[config.mk]
export PLATFORM = sky130hd
export DESIGN_NAME = period_meter
export DESIGN_NICKNAME = d
export VERILOG_FILES = /design/src/rtl/period_meter.sv
export SDC_FILE = /design/constraint.sdc
export NUM_CORES = 1
export LEC_CHECK = 0
export ABC_AREA = 1
export CAP_MARGIN = 20
export CORE_MARGIN = 1.5
export CORE_UTILIZATION = 43
export DETAILED_ROUTE_END_ITERATION = 10
export MAX_ROUTING_LAYER = met4
export SLEW_MARGIN = 20
export SYNTH_ARGS = -nofsm -noshare
export SYNTH_HDL_FRONTEND = slang
export SYNTH_SLANG_ARGS = --single-unit
[constraint.sdc]
create_clock -name clk_i -period 1.8 [get_ports clk_i]
set_clock_uncertainty 0.1 [all_clocks]
set_input_delay 0.18 -clock clk_i [delete_from_list [all_inputs] [get_ports clk_i]]
set_output_delay 0.18 -clock clk_i [all_outputs]
set_load 0.01 [all_outputs]
[src/rtl/period_meter.sv]
// ============================================================================
// Module   : period_meter
// Brief    : Rise-to-rise period measurement of an asynchronous input in clk
//            cycles; optional high-time capture under PERIOD_METER_DUTY_EN.
// Revision : 1.0
// ============================================================================
`default_nettype none

module period_meter #(
    parameter int unsigned WIDTH       = 32,
    parameter int unsigned SYNC_STAGES = 2
) (
    input  logic             clk_i,
    input  logic             rst_ni,
    input  logic             enable_i,
    input  logic             sig_in_i,
    output logic [WIDTH-1:0] period_o,
    output logic             period_valid_o,
    output logic             timeout_o,
    output logic             busy_o
`ifdef PERIOD_METER_DUTY_EN
    ,
    output logic [WIDTH-1:0] high_time_o
`endif
);

    localparam logic [WIDTH-1:0] c_cnt_max = {WIDTH{1'b1}};
    localparam logic [WIDTH-1:0] c_one     = {{(WIDTH-1){1'b0}}, 1'b1};

    typedef enum logic [0:0] {
        S_IDLE    = 1'b0,
        S_MEASURE = 1'b1
    } state_t;

    state_t                 state_q;
    logic [SYNC_STAGES-1:0] sync_q;
    logic                   sig_d_q;
    logic [WIDTH-1:0]       cnt_q;
    logic [WIDTH-1:0]       period_q;
    logic                   valid_q;
    logic                   timeout_q;
    logic                   busy_q;

    logic                   w_sig_s;
    logic                   w_rise;

    assign w_sig_s = sync_q[SYNC_STAGES-1];
    assign w_rise  = w_sig_s & ~sig_d_q;

    always_ff @(posedge clk_i or negedge rst_ni) begin
        if (!rst_ni) begin
            sync_q  <= '0;
            sig_d_q <= 1'b0;
        end else begin
            sync_q  <= {sync_q[SYNC_STAGES-2:0], sig_in_i};
            sig_d_q <= w_sig_s;
        end
    end

`ifdef PERIOD_METER_DUTY_EN
    logic [WIDTH-1:0] hcnt_q;
    logic [WIDTH-1:0] high_q;
    logic [WIDTH-1:0] hcnt_inc;

    // High-cycle accumulator saturates rather than wrapping.
    assign hcnt_inc = (hcnt_q == c_cnt_max) ? hcnt_q
                                            : hcnt_q + {{(WIDTH-1){1'b0}}, w_sig_s};
`endif

    always_ff @(posedge clk_i or negedge rst_ni) begin
        if (!rst_ni) begin
            state_q   <= S_IDLE;
            cnt_q     <= '0;
            period_q  <= '0;
            valid_q   <= 1'b0;
            timeout_q <= 1'b0;
            busy_q    <= 1'b0;
`ifdef PERIOD_METER_DUTY_EN
            hcnt_q    <= '0;
            high_q    <= '0;
`endif
        end else begin
            valid_q   <= 1'b0;
            timeout_q <= 1'b0;
            if (!enable_i) begin
                state_q <= S_IDLE;
                cnt_q   <= '0;
                busy_q  <= 1'b0;
`ifdef PERIOD_METER_DUTY_EN
                hcnt_q  <= '0;
`endif
            end else begin
                case (state_q)
                    S_IDLE: begin
                        // The first rise only arms; no sample is produced.
                        if (w_rise) begin
                            state_q <= S_MEASURE;
                            cnt_q   <= c_one;
                            busy_q  <= 1'b1;
`ifdef PERIOD_METER_DUTY_EN
                            hcnt_q  <= c_one;
`endif
                        end else begin
                            cnt_q   <= '0;
`ifdef PERIOD_METER_DUTY_EN
                            hcnt_q  <= '0;
`endif
                        end
                    end
                    S_MEASURE: begin
                        if (w_rise) begin
                            period_q <= cnt_q;
                            valid_q  <= 1'b1;
                            cnt_q    <= c_one;
`ifdef PERIOD_METER_DUTY_EN
                            high_q   <= hcnt_q;
                            hcnt_q   <= c_one;
`endif
                        end else if (cnt_q == c_cnt_max) begin
                            timeout_q <= 1'b1;
                            cnt_q     <= '0;
                            state_q   <= S_IDLE;
                            busy_q    <= 1'b0;
`ifdef PERIOD_METER_DUTY_EN
                            hcnt_q    <= '0;
`endif
                        end else begin
                            cnt_q  <= cnt_q + c_one;
`ifdef PERIOD_METER_DUTY_EN
                            hcnt_q <= hcnt_inc;
`endif
                        end
                    end
                endcase
            end
        end
    end

    assign period_o       = period_q;
    assign period_valid_o = valid_q;
    assign timeout_o      = timeout_q;
    assign busy_o         = busy_q;
`ifdef PERIOD_METER_DUTY_EN
    assign high_time_o    = high_q;
`endif

endmodule

`default_nettype wire

==> results.py <==
metrics = {
    "drt": {
        "first_pass_iters": 5,
        "via_per_inst": 4.659,
        "drtIter0Drc": 154,
        "wirelength_um": 7813,
        "post_drt_wl_per_cell_um": 13.24,
        "routed-via-count": 2749,
        "route.detailed.drc": 0,
        "drtAntennaViolNets": 0,
    },
    "floorplanning": {
        "die_w_um": 90.80,
        "core_region_area_um2": 7370,
        "rows": 31,
        "ios": 39,
        "initial_core_util": 0.4497,
        "die-area_um2": 8244,
        "die_h_um": 90.80,
    },
    "layout": {
        "antenna_cells": 0,
        "fill_cells": 718,
        "syn_to_final_growth_pct": 29.60,
        "nets": 491,
        "multi_input_area_um2": 1340,
        "drive_above_1_share": 0.1405,
        "ff_latch_area_um2": 1777,
        "design_area_um2": 4295,
    },
    "setup_path": {
        "cp_max_fo": 3,
        "worstPathRequired_ns": 1.92,
        "reg2reg_depth": 7,
        "worst_setup_path_start_kind": "flop",
        "r2r_slack_ns": 0.1,
        "cp.arrival_ns": 1.82,
        "critPathCaptureType": "flop",
        "r2r-start": "cnt_q[10]",
        "path_class": "flop to flop",
        "timing.rr.end": "cnt_q[27]",
    },
    "cts": {
        "cts_buffers": 9,
        "cts_root_buffer": "clkbuf_8",
        "cts_sinks": 71,
        "cts.clk_slew.worst_paths_ns": 0.08,
        "htree_levels": 3,
        "clock_path_buffers": 2,
        "clock_latency_ns": 0.34,
        "tritoncts": "done",
    },
    "global_routing": {
        "grt_pass1_vias": 2711,
        "antenna_found_initial": 0,
        "grt_max_degree": 38,
        "grt_pass1_wl_um": 13540,
        "grtUsageTotal": 0.2174,
        "grt_overflow": 0,
    },
    "min_path": {
        "worstHoldStart": "sig_in_i",
        "hold_path_class": "input port to flop",
        "min_path_cells": 1,
        "hold_end": "sync_q[0]",
    },
    "logic_synthesis": {
        "synth_area_leader_cell": "dfrtp_1",
        "synth_edf_count": 0,
        "yosys_warnings": 0,
        "ys_types": 26,
        "syn_area_um2": 3314,
        "synth_area_leaders": "dfrtp_1 (54%), nand2_1 (16%), nor2_1 (7.7%)",
        "netlist.area_leader.share": 0.5361,
        "synthCells": 410,
        "syn_area_per_cell_um2": 8.084,
        "synth_commonest_cells": "nand2_1 (137), dfrtp_1 (71), nor2_1 (68)",
        "synthArstFlopShare": 1.000,
        "yosysMostFrequentCell": "nand2_1",
        "ys_seq_elements": 71,
        "yosys_most_used_dff": "dfrtp_1",
        "synth_nets": 415,
        "yosysSeqAreaShare": 0.5361,
    },
    "placement": {
        "hpwl_um": 6082,
        "numPortBuffers": 38,
        "placement.cell_area_um2": 4060,
        "gp_congestion": 0.9228,
    },
    "pwr": {
        "p_comb_frac": 0.041,
        "p_per_area_nw_per_um2": 717.7,
        "p_int_uw": 2409,
        "pwr-share-clk": 0.436,
        "power_switching_uw": 673.5,
        "power.static_leakage_uw": 0.001911,
        "switching_share": 0.2185,
        "irDropWorstVdd_uv": 344.9,
        "p_seq_frac": 0.523,
    },
    "sta": {
        "fmax_ghz": 0.5871,
        "hold_violations": 0,
        "tns_ns": 0,
        "fin_crit_sh": 0.9462,
        "finalSetupViolCount": 0,
        "relSlewSlack": 0.7140,
        "rsz0062_at_grt": "false",
        "timing.final.crit_period_ns": 1.703,
        "worstMarginPinSlew_ns": 0.4291,
        "slew_viol_final": 0,
    },
    "outcome": {
        "status": "completed",
    },
    "flow_run": {
        "max-cap-violations": 0,
    },
}
cell type report:
class | count | share of cell area
inverters | 42 | 0.03699
flip-flops and latches | 71 | 0.4136
repair buffers | 73 | 0.1579
clock buffers | 12 | 0.03845
well taps | 99 | 0.02884
clock inverters | 4 | 0.01223
multi-input cells | 289 | 0.3120
worst max path at each step:
| stage | from | depth (start not counted) | endpoint |
|---|---|---|---|
| 6_report | cnt_q[10] | 7 | cnt_q[27] |
| 3_3_place_gp | cnt_q[0] | 11 | cnt_q[26] |
| 5_1_grt | cnt_q[0] | 11 | cnt_q[25] |
| 4_1_cts | cnt_q[0] | 11 | cnt_q[26] |
| 3_5_place_dp | cnt_q[0] | 9 | cnt_q[27] |
| 2_1_floorplan | cnt_q[0] | 11 | cnt_q[22] |
registers in the layout, summed over array words and instances, names as in the netlist:
register / count
period_o: 32
state_q: 1
cnt_q: 32
sig_d_q: 1
sync_q: 2
timeout_o: 1
busy_o: 1
period_valid_o: 1
repair_timing:
item | in CTS | in global routing
buffers inserted | 0 | 0
resized for setup | 0 | 3
endpoints found under the hold margin | 14 | 0
setup endpoints to repair | 0 | 16
hold buffers | 1 | 0
power groups by stage:
stage          logic, uW  clock network [uW]  registers [uW]
2_1_floorplan       40.3                   0            1650
5_1_grt              145                1450            1610
6_report             126                1340            1610
3_5_place_dp         128                   0            1640
4_1_cts              130                1380            1610
3_3_place_gp         126                   0            1640
layout by cell type, fill, tap and decap left out, types with 2 or more instances in the layout:
cell / count
nand2_4: 2
nor3_1: 8
nand3_1: 10
o21ai_0: 22
inv_1: 40
clkbuf_8: 12
buf_4: 31
buf_12: 3
nand2_1: 136
xor2_1: 17
nor2_4: 3
clkinvlp_4: 3
nand2_2: 3
nor2_2: 6
dfrtp_1: 71
nor2_1: 66
a21oi_1: 4
clkdlybuf4s50_1: 37
o21ai_1: 3
nand4_1: 3
worst max-delay path, cell delays in order, from the launching register on:
cell and delay [ns]:
dfrtp_1 0.43, nand2_1 0.10, nor2_1 0.28, inv_1 0.10
nor2_1 0.19, nand3_1 0.15, nor3_1 0.15, nor2_1 0.07
kinds of logic (layout without fill, tap and decap cells):
| logic type | count (synthesis) | count (layout) | share of synthesized area |
|---|---|---|---|
| flip-flops | 71 | 71 | 0.5361 |
| XOR/XNOR | 18 | 18 | 0.04756 |
| AO/OA/AOI/OAI | 30 | 30 | 0.04606 |
| adder cells (fa/ha/maj) | 1 | 1 | 0.003774 |
| buffers and inverters | 50 | 131 | 0.06191 |
| AND/OR/NAND/NOR | 240 | 240 | 0.3046 |
per-layer routing:
| metal | track usage | part of all wire |
|---|---|---|
| met2 | 0.3415 | 0.47 |
| met1 | 0.2973 | 0.49 |
| met4 | 0.06120 | 0.0054 |
| met5 | - | 0 |
| met3 | 0.02778 | 0.032 |
through the flow:
stage	hold slack (ns)	instances	setup slack, ns	utilization	total power [uW]
2_1_floorplan	-0.2156	410	0.1656	-	1689
3_3_place_gp	0.04211	573	0.1350	0.5509	1771
3_5_place_dp	0.04713	573	0.08769	0.5509	1773
4_1_cts	0.1673	590	0.06375	0.5818	3123
5_1_grt	0.1642	590	0.003260	0.5829	3214
6_report	0.1825	590	0.09680	0.5829	3083
Note: power is estimated with default switching activity, not from simulation.
